**src/rtl/console_host.sv**
```systemverilog
// Wishbone master that polls the console FIFO status, drains RX characters and pushes TX characters.
// Optional ack watchdog: define CONSOLE_HOST_TIMEOUT_EN.
module console_host #(
    parameter int POLL_INTERVAL = 16,
    parameter int TIMEOUT       = 15
) (
    input  logic        i_clk,
    input  logic        i_reset_n,
    output logic        o_wb_cyc,
    output logic        o_wb_stb,
    output logic        o_wb_we,
    output logic [1:0]  o_wb_addr,
    output logic [31:0] o_wb_data,
    input  logic        i_wb_ack,
    input  logic        i_wb_stall,
    input  logic        i_wb_err,
    input  logic [31:0] i_wb_data,
    input  logic        i_tx_stb,
    input  logic [6:0]  i_tx_data,
    output logic        o_tx_busy,
    output logic        o_rx_stb,
    output logic [6:0]  o_rx_data,
    input  logic        i_rx_busy,
    output logic        o_rx_err,
    output logic        o_bus_err
);

    typedef enum logic [1:0] {S_WAIT, S_POLL, S_RXREAD, S_TXWRITE} state_t;

    localparam logic [1:0] ADDR_STAT = 2'b01;
    localparam logic [1:0] ADDR_RX   = 2'b10;
    localparam logic [1:0] ADDR_TX   = 2'b11;

    state_t      state_q, state_d, go_state;
    logic [7:0]  cnt_q, cnt_d;
    logic        cyc_q, cyc_d, stb_q, stb_d, we_q, we_d;
    logic [1:0]  addr_q, addr_d;
    logic        rx_avail_q, rx_avail_d, tx_room_q, tx_room_d;
    logic        tx_full_q, tx_full_d, rx_full_q, rx_full_d;
    logic [6:0]  tx_char_q, tx_char_d, rx_char_q, rx_char_d;
    logic        rx_err_q, rx_err_d, bus_err_q, bus_err_d;
    logic        go, ack, err, tmo, rx_pop;
    logic        unused_bits;

`ifdef CONSOLE_HOST_TIMEOUT_EN
    logic [3:0]  tmr_q, tmr_d;
    assign tmo = cyc_q && (tmr_q == 4'd0) && !i_wb_ack && !i_wb_err;
    assign unused_bits = ^{i_wb_data[31:17], i_wb_data[15:13], i_wb_data[11:9], i_wb_data[7]};
`else
    assign tmo = 1'b0;
    assign unused_bits = ^{i_wb_data[31:17], i_wb_data[15:13], i_wb_data[11:9], i_wb_data[7],
                           1'(TIMEOUT)};
`endif

    assign ack    = cyc_q && i_wb_ack;
    assign err    = cyc_q && i_wb_err;
    assign rx_pop = rx_full_q && !i_rx_busy;

    always_comb begin
        state_d    = state_q;
        cnt_d      = cnt_q;
        cyc_d      = cyc_q;
        stb_d      = stb_q && i_wb_stall;
        we_d       = we_q;
        addr_d     = addr_q;
        rx_avail_d = rx_avail_q;
        tx_room_d  = tx_room_q;
        tx_full_d  = tx_full_q;
        tx_char_d  = tx_char_q;
        rx_full_d  = rx_full_q;
        rx_char_d  = rx_char_q;
        rx_err_d   = 1'b0;
        bus_err_d  = 1'b0;
        go         = 1'b0;
        go_state   = S_POLL;
`ifdef CONSOLE_HOST_TIMEOUT_EN
        tmr_d      = (cyc_q && tmr_q != 4'd0) ? tmr_q - 4'd1 : tmr_q;
`endif

        if (i_tx_stb && !tx_full_q) begin
            tx_full_d = 1'b1;
            tx_char_d = i_tx_data;
        end
        if (rx_pop)
            rx_full_d = 1'b0;

        case (state_q)
            S_WAIT: begin
                if (cnt_q == 8'd0) begin
                    go       = 1'b1;
                    go_state = S_POLL;
                end else begin
                    cnt_d = cnt_q - 8'd1;
                end
            end
            default: begin
                if (cyc_q) begin
                    if (err || tmo) begin
                        cyc_d     = 1'b0;
                        stb_d     = 1'b0;
                        we_d      = 1'b0;
                        bus_err_d = 1'b1;
                        state_d   = S_WAIT;
                        cnt_d     = 8'(POLL_INTERVAL);
                    end else if (ack) begin
                        cyc_d = 1'b0;
                        stb_d = 1'b0;
                        we_d  = 1'b0;
                        if (state_q == S_POLL) begin
                            rx_avail_d = i_wb_data[0];
                            tx_room_d  = i_wb_data[16];
                        end else if (state_q == S_RXREAD) begin
                            // Load after the pop above so a same-edge pop and load keeps the new char.
                            if (!i_wb_data[8]) begin
                                rx_full_d = 1'b1;
                                rx_char_d = i_wb_data[6:0];
                            end
                            rx_err_d = i_wb_data[12];
                        end else begin
                            tx_full_d = 1'b0;
                        end
                    end
                end else begin
                    // Idle gap after the ack: choose the next transaction.
                    if (state_q == S_POLL && rx_avail_q && (!rx_full_q || rx_pop)) begin
                        go       = 1'b1;
                        go_state = S_RXREAD;
                    end else if (state_q != S_TXWRITE && tx_room_q && tx_full_q) begin
                        go       = 1'b1;
                        go_state = S_TXWRITE;
                    end else if (state_q == S_POLL) begin
                        state_d = S_WAIT;
                        cnt_d   = 8'(POLL_INTERVAL);
                    end else begin
                        go       = 1'b1;
                        go_state = S_POLL;
                    end
                end
            end
        endcase

        if (go) begin
            state_d = go_state;
            cyc_d   = 1'b1;
            stb_d   = 1'b1;
            we_d    = (go_state == S_TXWRITE);
            addr_d  = (go_state == S_POLL) ? ADDR_STAT :
                      (go_state == S_RXREAD) ? ADDR_RX : ADDR_TX;
`ifdef CONSOLE_HOST_TIMEOUT_EN
            tmr_d   = 4'(TIMEOUT - 1);
`endif
        end
    end

    always_ff @(posedge i_clk or negedge i_reset_n) begin
        if (!i_reset_n) begin
            state_q    <= S_WAIT;
            cnt_q      <= 8'd0;
            cyc_q      <= 1'b0;
            stb_q      <= 1'b0;
            we_q       <= 1'b0;
            addr_q     <= 2'b00;
            rx_avail_q <= 1'b0;
            tx_room_q  <= 1'b0;
            tx_full_q  <= 1'b0;
            tx_char_q  <= 7'd0;
            rx_full_q  <= 1'b0;
            rx_char_q  <= 7'd0;
            rx_err_q   <= 1'b0;
            bus_err_q  <= 1'b0;
`ifdef CONSOLE_HOST_TIMEOUT_EN
            tmr_q      <= 4'd0;
`endif
        end else begin
            state_q    <= state_d;
            cnt_q      <= cnt_d;
            cyc_q      <= cyc_d;
            stb_q      <= stb_d;
            we_q       <= we_d;
            addr_q     <= addr_d;
            rx_avail_q <= rx_avail_d;
            tx_room_q  <= tx_room_d;
            tx_full_q  <= tx_full_d;
            tx_char_q  <= tx_char_d;
            rx_full_q  <= rx_full_d;
            rx_char_q  <= rx_char_d;
            rx_err_q   <= rx_err_d;
            bus_err_q  <= bus_err_d;
`ifdef CONSOLE_HOST_TIMEOUT_EN
            tmr_q      <= tmr_d;
`endif
        end
    end

    assign o_wb_cyc  = cyc_q;
    assign o_wb_stb  = stb_q;
    assign o_wb_we   = we_q;
    assign o_wb_addr = addr_q;
    assign o_wb_data = we_q ? {25'h0, tx_char_q} : 32'h0;
    assign o_tx_busy = tx_full_q;
    assign o_rx_stb  = rx_full_q;
    assign o_rx_data = rx_char_q;
    assign o_rx_err  = rx_err_q;
    assign o_bus_err = bus_err_q;

endmodule

```
**config.mk**
```make
export PLATFORM = sky130hd
export DESIGN_NAME = console_host
export DESIGN_NICKNAME = d
export VERILOG_FILES = /design/src/rtl/console_host.sv
export SDC_FILE = /design/constraint.sdc
export NUM_CORES = 1
export LEC_CHECK = 0
export BUFFER_PORTS_ARGS = -buffer_cell sky130_fd_sc_hd__buf_2
export CORE_ASPECT_RATIO = 1.5
export CORE_MARGIN = 4
export CORE_UTILIZATION = 45
export CTS_CLUSTER_DIAMETER = 80
export DETAILED_ROUTE_END_ITERATION = 8
export HOLD_SLACK_MARGIN = 0.1
export PLACE_DENSITY = 0.8
export SLEW_MARGIN = 10
export SYNTH_ARGS = -nofsm -noshare
export SYNTH_HDL_FRONTEND = slang
export SYNTH_SLANG_ARGS = --single-unit
```
**constraint.sdc**
```tcl
create_clock -name i_clk -period 3.8 [get_ports i_clk]
set_input_delay 0.38 -clock i_clk [delete_from_list [all_inputs] [get_ports i_clk]]
set_output_delay 0.38 -clock i_clk [all_outputs]
set_load 0.02 [all_outputs]
```
==> flow_summary.json, run 1 <==
{
  "status": "finished, final reports clean",
  "ir_drop_v": 0.000330,
  "routed_wl_mm": 3.53,
  "clock.fmax_ghz": 0.515,
  "hpwl_mm": 2.74,
  "num_rows": 28,
  "synth_ff_type": "dfrtp_1",
  "rrSetupSlack_ns": 1.86,
  "wl_per_cell_um": 13.3,
  "dieHeight_um": 86.9,
  "finalSetupViolCount": 0,
  "ys_seq_area_share_pct": 46.9,
  "cts_root_buffer": "clkbuf_8",
  "synth.distinct_cells": 40,
  "pwr_density_cell_nw_per_um2": 689,
  "r2r-end": "o_wb_we",
  "crit_family": "compound AO/OA/AOI/OAI gates",
  "antenna_found_initial": 0,
  "cp_cell_sequence": "inv_1 -> ha_1 -> or3b_2 -> o21ai_2 -> o21ai_1 -> a22o_1",
  "area_growth_pct": 14.1,
  "critPathMaxStageDelay_ns": 0.48,
  "ctsHoldBuffers": 0,
  "grt_pass1_vias": 1253,
  "r2r_cells": 6,
  "dpl.cell_count": 259,
  "cts_buffer_depth": 2,
  "fin_crit_ns": 1.94,
  "crit_type": "reg -> reg",
  "timing.slew.headroom_pct": 48.6,
  "nets": 269,
  "postRouteAntennaNets": 0,
  "final_common_cell": "buf_2",
  "worst_slew_pin_slew_ns": 0.771,
  "hold_viol_final": 0,
  "io_pins": 94,
  "core_area_um2": 3990,
  "final_cells": 266,
  "grtUsageTotal_pct": 14.8,
  "final_layout_size_suffix_gt1_share_pct": 37.1,
  "worstSetupStartpointType": "register",
  "postSynthCellCount": 172,
  "post_cts_buffers": 0,
  "grt_max_degree": 36,
  "synth_area_um2": 1870,
  "post_cts_resize_count": 0,
  "synth_edf_count": 0,
  "firstDrtPassIters": 4,
  "reg2reg_from": "cnt_q[0]",
  "vias_per_cell": 4.91,
  "cts.reportedPaths.clkPinSlew_ns": 0.07,
  "crit_path_end_kind": "register",
  "layout_common_cells": "buf_2 (46), dfrtp_1 (35), conb_1 (25)",
  "critPathMaxFanout": 7,
  "gp_congestion": 0.799,
  "avgSynthCellArea_um2": 10.9,
  "yosys_warnings": 0,
  "drc_errors": 0,
  "port_buffers": 46,
  "skew_ns": 0.00327,
  "diodes": 0,
  "max_cap_violations": 0,
  "cts_sinks": 35,
  "grt_pass1_wl_mm": 5.85,
  "htree_levels": 2,
  "die_w_um": 60.6,
  "cellLeakagePower_nw": 1.11,
  "drt-initial-drc-count": 30,
  "path_buf_inv": 1,
  "grt_overflow": 0,
  "critical_path_depth": 6,
  "vias": 1306,
  "crit_path_top_delay_cell": "or3b_2",
  "dieArea_um2": 5270,
  "clk_latency_ns": 0.28,
  "timing.final.crit_share_pct": 51.1,
  "cts_tree": "done",
  "tns_ns": 0,
  "final_max_slew_viol_count": 0,
  "rsz0062_at_grt": "no",
  "required_ns": 3.97,
  "ys_ff_latch": 35,
  "hp-class": "in -> async",
  "numCtsBuffers": 5,
  "cp_data_arrival_time_ns": 2.11,
  "start_util_pct": 46.8,
  "async_flop_share_pct": 100
}
-- cell usage after synthesis, drive strengths merged, types with 5 or more instances --
cell type  number  area (µm²)
inv             7        26.3
nand2          11        41.3
a21oi           8        40.0
mux2           16         180
nand2b          5        31.3
and2            8        50.1
buf            27         198
dfrtp          35         876
nor2           11        41.3
o21ai           5        28.8
-- cell families after synthesis --
kind of cell | share of synthesized area [%]
multiplexers | 9.64
flip-flops | 46.9
AO/OA/AOI/OAI | 14.4
other | 0.201
AND/OR/NAND/NOR | 13.5
buffers and inverters | 12.2
XOR/XNOR | 1.88
adder cells (fa/ha/maj) | 1.34
-- power breakdown --
part	leakage (nW)	internal, mW	switching, mW
Combinational	0.615	0.259	0.374
Clock	0.0470	0.142	0.125
Sequential	0.444	0.477	0.0902
Total	1.11	0.879	0.589
-- metrics by stage --
step	utilization, %	power, mW	hold WS, ns	area, µm²	worst slack [ns]
final	53.4	1.47	0.175	2130	1.86
after global routing	53.4	1.59	0.247	2130	1.68
after CTS	53.4	1.49	0.206	2130	1.83
after detailed placement	51.2	1.21	0.491	2040	1.84
after global placement	51.2	1.19	0.480	2040	1.86
after floorplan	-	1.07	0.0844	1960	2.00
-- registers in the layout, indices dropped and copies added (netlist names) --
signal and flops:
tx_room_q 1, o_rx_stb 1, state_q 2, o_rx_data 7, o_rx_err 1, o_tx_busy 1
rx_avail_q 1, o_wb_addr 2, o_wb_we 1, o_bus_err 1, cnt_q 8, o_wb_cyc 1
tx_char_q 7, o_wb_stb 1
-- area by class of cell --
| type | count | area [µm²] |
|---|---|---|
| fillers | 359 | 1860 |
| flip-flops and latches | 35 | 876 |
| multi-input cells | 126 | 855 |
| repair buffers | 46 | 230 |
| clock buffers | 6 | 82.6 |
| well taps | 45 | 56.3 |
| inverters | 7 | 26.3 |
| clock inverters | 1 | 5.00 |
-- worst max path at each step --
| stage | start | to |
|---|---|---|
| floorplan | cnt_q[0] | cnt_q[6] |
| detailed placement | o_wb_cyc | o_rx_data[0] |
| global route | o_wb_cyc | o_rx_data[3] |
| global placement | o_wb_cyc | o_rx_data[3] |
| CTS | o_wb_cyc | o_rx_data[0] |
| finish | cnt_q[0] | o_wb_we |
-- layer usage --
metal	vias up	share of wire [%]	track usage, %	routed length [µm]
li1	635	-	-	-
met1	616	36	16.2	1250
met2	48	54	25.4	1910
met3	7	8.5	4.60	301
met4	0	1.9	6.71	67
met5	-	0	0	0
-- worst reg2reg max path, cell delays in order, from the launching register on --
cell     delay (ns)
dfrtp_1        0.36
inv_1          0.12
ha_1           0.17
or3b_2         0.48
o21ai_2        0.29
o21ai_1        0.15
a22o_1         0.26
No activity file was read; power rests on OpenSTA's default activity.
==> run 2: changes to the inputs <==
--- a/config.mk
+++ b/config.mk
@@ -5,14 +5,15 @@
 export SDC_FILE = /design/constraint.sdc
 export NUM_CORES = 1
 export LEC_CHECK = 0
+export ABC_AREA = 1
 export BUFFER_PORTS_ARGS = -buffer_cell sky130_fd_sc_hd__buf_2
 export CORE_ASPECT_RATIO = 1.5
 export CORE_MARGIN = 4
-export CORE_UTILIZATION = 45
+export CORE_UTILIZATION = 42
 export CTS_CLUSTER_DIAMETER = 80
 export DETAILED_ROUTE_END_ITERATION = 8
 export HOLD_SLACK_MARGIN = 0.1
-export PLACE_DENSITY = 0.8
+export PLACE_DENSITY = 0.77
 export SLEW_MARGIN = 10
 export SYNTH_ARGS = -nofsm -noshare
 export SYNTH_HDL_FRONTEND = slang
==> constraint.sdc (replaced) <==
create_clock -name i_clk -period 1.6 [get_ports i_clk]
set_input_delay 0.16 -clock i_clk [delete_from_list [all_inputs] [get_ports i_clk]]
set_output_delay 0.16 -clock i_clk [all_outputs]
set_load 0.02 [all_outputs]
==> run 2 against run 1 <==
Global-route usage is 0.14 points higher; first-iteration DRC count is 20% higher; die area is 12% higher; maximum frequency is 34% higher; sequential cell count stayed put; register-to-register slack worse by 1.7 ns; non-clock buffer count is 10 higher; core utilization is 0.68 points lower.
==> flow_summary.json, run 2 <==
{
  "status": "finished, final reports clean",
  "dieArea_um2": 5890,
  "critPathMaxFanout": 10,
  "grt_max_degree": 19,
  "crit_path_end_kind": "register",
  "crit_type": "reg -> reg",
  "ir_drop_v": 0.000959,
  "synth_edf_count": 0,
  "grt_overflow": 0,
  "num_rows": 30,
  "io_pins": 94,
  "layout_common_cells": "nand2_1 (65), buf_2 (46), dfrtp_1 (35)",
  "timing.final.crit_share_pct": 90.7,
  "htree_levels": 2,
  "ys_ff_latch": 35,
  "final_layout_size_suffix_gt1_share_pct": 29.2,
  "area_growth_pct": 21.0,
  "cts_buffer_depth": 2,
  "dieHeight_um": 92.0,
  "ys_top_cells_by_count": "nand2_1 (65), dfrtp_1 (35), buf_4 (25)",
  "ys_seq_area_share_pct": 44.3,
  "synth_ff_type": "dfrtp_1",
  "finalSetupViolCount": 0,
  "synth_top_cell_by_area": "dfrtp_1",
  "synth.distinct_cells": 30,
  "r2r_cells": 8,
  "hp-class": "in -> reg",
  "cts_root_buffer": "clkbuf_8",
  "post_cts_buffers": 0,
  "rsz0062_at_grt": "no",
  "synth_top_area_share_pct": 44.3,
  "largest_reg_flops": 8,
  "diodes": 0,
  "yosysMostFrequentCell": "nand2_1",
  "grt_pass1_wl_mm": 7.00,
  "fillCellCount": 430,
  "yosys_warnings": 0,
  "largest_register": "cnt_q",
  "final_common_cell": "nand2_1",
  "cp_data_arrival_time_ns": 1.63,
  "tns_ns": 0,
  "p_total_mw": 4.30,
  "start_util_pct": 43.5,
  "grtUsageTotal_pct": 15.0,
  "postSynthCellCount": 229,
  "hold_viol_final": 0,
  "dp_slack_ns": 0.141,
  "pwr_density_cell_nw_per_um2": 1800,
  "cts_tree": "done",
  "drc_errors": 0,
  "cts_sinks": 35,
  "rrSetupSlack_ns": 0.15,
  "routed_wl_mm": 4.04,
  "port_buffers": 46,
  "max_cap_violations": 0,
  "clock.fmax_ghz": 0.689,
  "antenna_found_initial": 0,
  "core_area_um2": 4540,
  "worst_slack_ns": 0.149,
  "synth_area_um2": 1980,
  "hold-path-cell-count": 2,
  "hpwl_mm": 3.19,
  "async_flop_share_pct": 100,
  "ys_top_cells_by_area": "dfrtp_1 (44%), nand2_1 (12%), buf_4 (9.5%), mux2_1 (4.6%), nand3_1 (4.1%)",
  "final_core_util_pct": 52.7,
  "cts.reportedPaths.clkPinSlew_ns": 0.07,
  "die_w_um": 64.0,
  "skew_ns": 0.00576,
  "nets": 338,
  "grt_pass1_vias": 1543,
  "numCtsBuffers": 5,
  "gp_congestion": 0.779,
  "avgSynthCellArea_um2": 8.63,
  "postRouteAntennaNets": 0,
  "final_max_slew_viol_count": 0,
  "vias": 1563,
  "worstSetupStartpointType": "register",
  "cellLeakagePower_nw": 1.34,
  "wl_per_cell_um": 11.4,
  "firstDrtPassIters": 4,
  "required_ns": 1.78,
  "drt-initial-drc-count": 36,
  "vias_per_cell": 4.40,
  "fin_crit_ns": 1.45,
  "clk_latency_ns": 0.29
}
run 2: metrics by stage:
step | hold WS, ns | area, µm² | cells
floorplan | -0.136 | 2070 | 253
global placement | 0.133 | 2210 | 338
detailed placement | 0.128 | 2210 | 338
CTS | 0.100 | 2380 | 355
global route | 0.106 | 2390 | 355
finish | 0.0982 | 2390 | 355
run 2: timing repair:
| item | CTS | global route |
|---|---|---|
| hold endpoints to repair | 26 | 0 |
| gates resized for setup | 0 | 2 |
| endpoints found under the setup margin | 0 | 3 |
| hold buffers | 9 | 0 |
run 2: kinds of logic (layout without fill, tap and decap cells):
kind of cell | after synthesis | after routing | share of synthesized area, %
flops | 35 | 35 | 44.3
mux | 15 | 15 | 8.54
other cells | 1 | 25 | 0.190
buf+inv | 50 | 88 | 14.4
fa+ha+maj | 2 | 2 | 1.27
compound gates | 9 | 9 | 3.61
xor+xnor | 1 | 1 | 0.443
simple gates | 116 | 116 | 27.3
run 2: final cells by class:
cell class | instances | area (µm²) | area share, %
Clock buffer | 5 | 68.8 | 2.88
Clock inverter | 3 | 20.0 | 0.837
Inverter | 24 | 92.6 | 3.87
Multi-Input combinational cell | 168 | 915 | 38.2
Sequential cell | 35 | 876 | 36.6
Tap cell | 64 | 80.1 | 3.35
Timing Repair Buffer | 56 | 340 | 14.2
run 2: metal layers:
layer / part of all wire, % / up-vias / GRT usage [%]
met5: 0 / - / 0
met4: 1.5 / 0 / 4.86
met3: 5.5 / 6 / 3.92
met2: 56 / 50 / 28.2
met1: 37 / 721 / 15.6
li1: - / 786 / -
run 2: final timing paths:
path / start / endpoint
worst max register to register: state_q[0] / cnt_q[2]
worst min-delay path: i_wb_data[1] / o_rx_data[1]
min in group asynchronous: i_reset_n / o_rx_data[3]
worst max-delay path: state_q[0] / cnt_q[2]
worst min register to register: o_wb_addr[1] / o_wb_addr[1]
max in group asynchronous: i_reset_n / o_wb_addr[1]
run 2: critical path, stage by stage (launching register included):
cell	delay (ns)
dfrtp_1	0.47
nor2_4	0.22
inv_4	0.10
nand3_2	0.10
nand2_4	0.08
inv_2	0.10
nand3_4	0.13
nand2_1	0.09
nand2_1	0.05
run 2: report_power, final:
part	switching, mW	total (mW)	internal, mW	leakage (nW)
registers	0.261	1.50	1.24	0.438
clock network	0.330	0.633	0.302	0.0402
logic	1.40	2.17	0.774	0.859
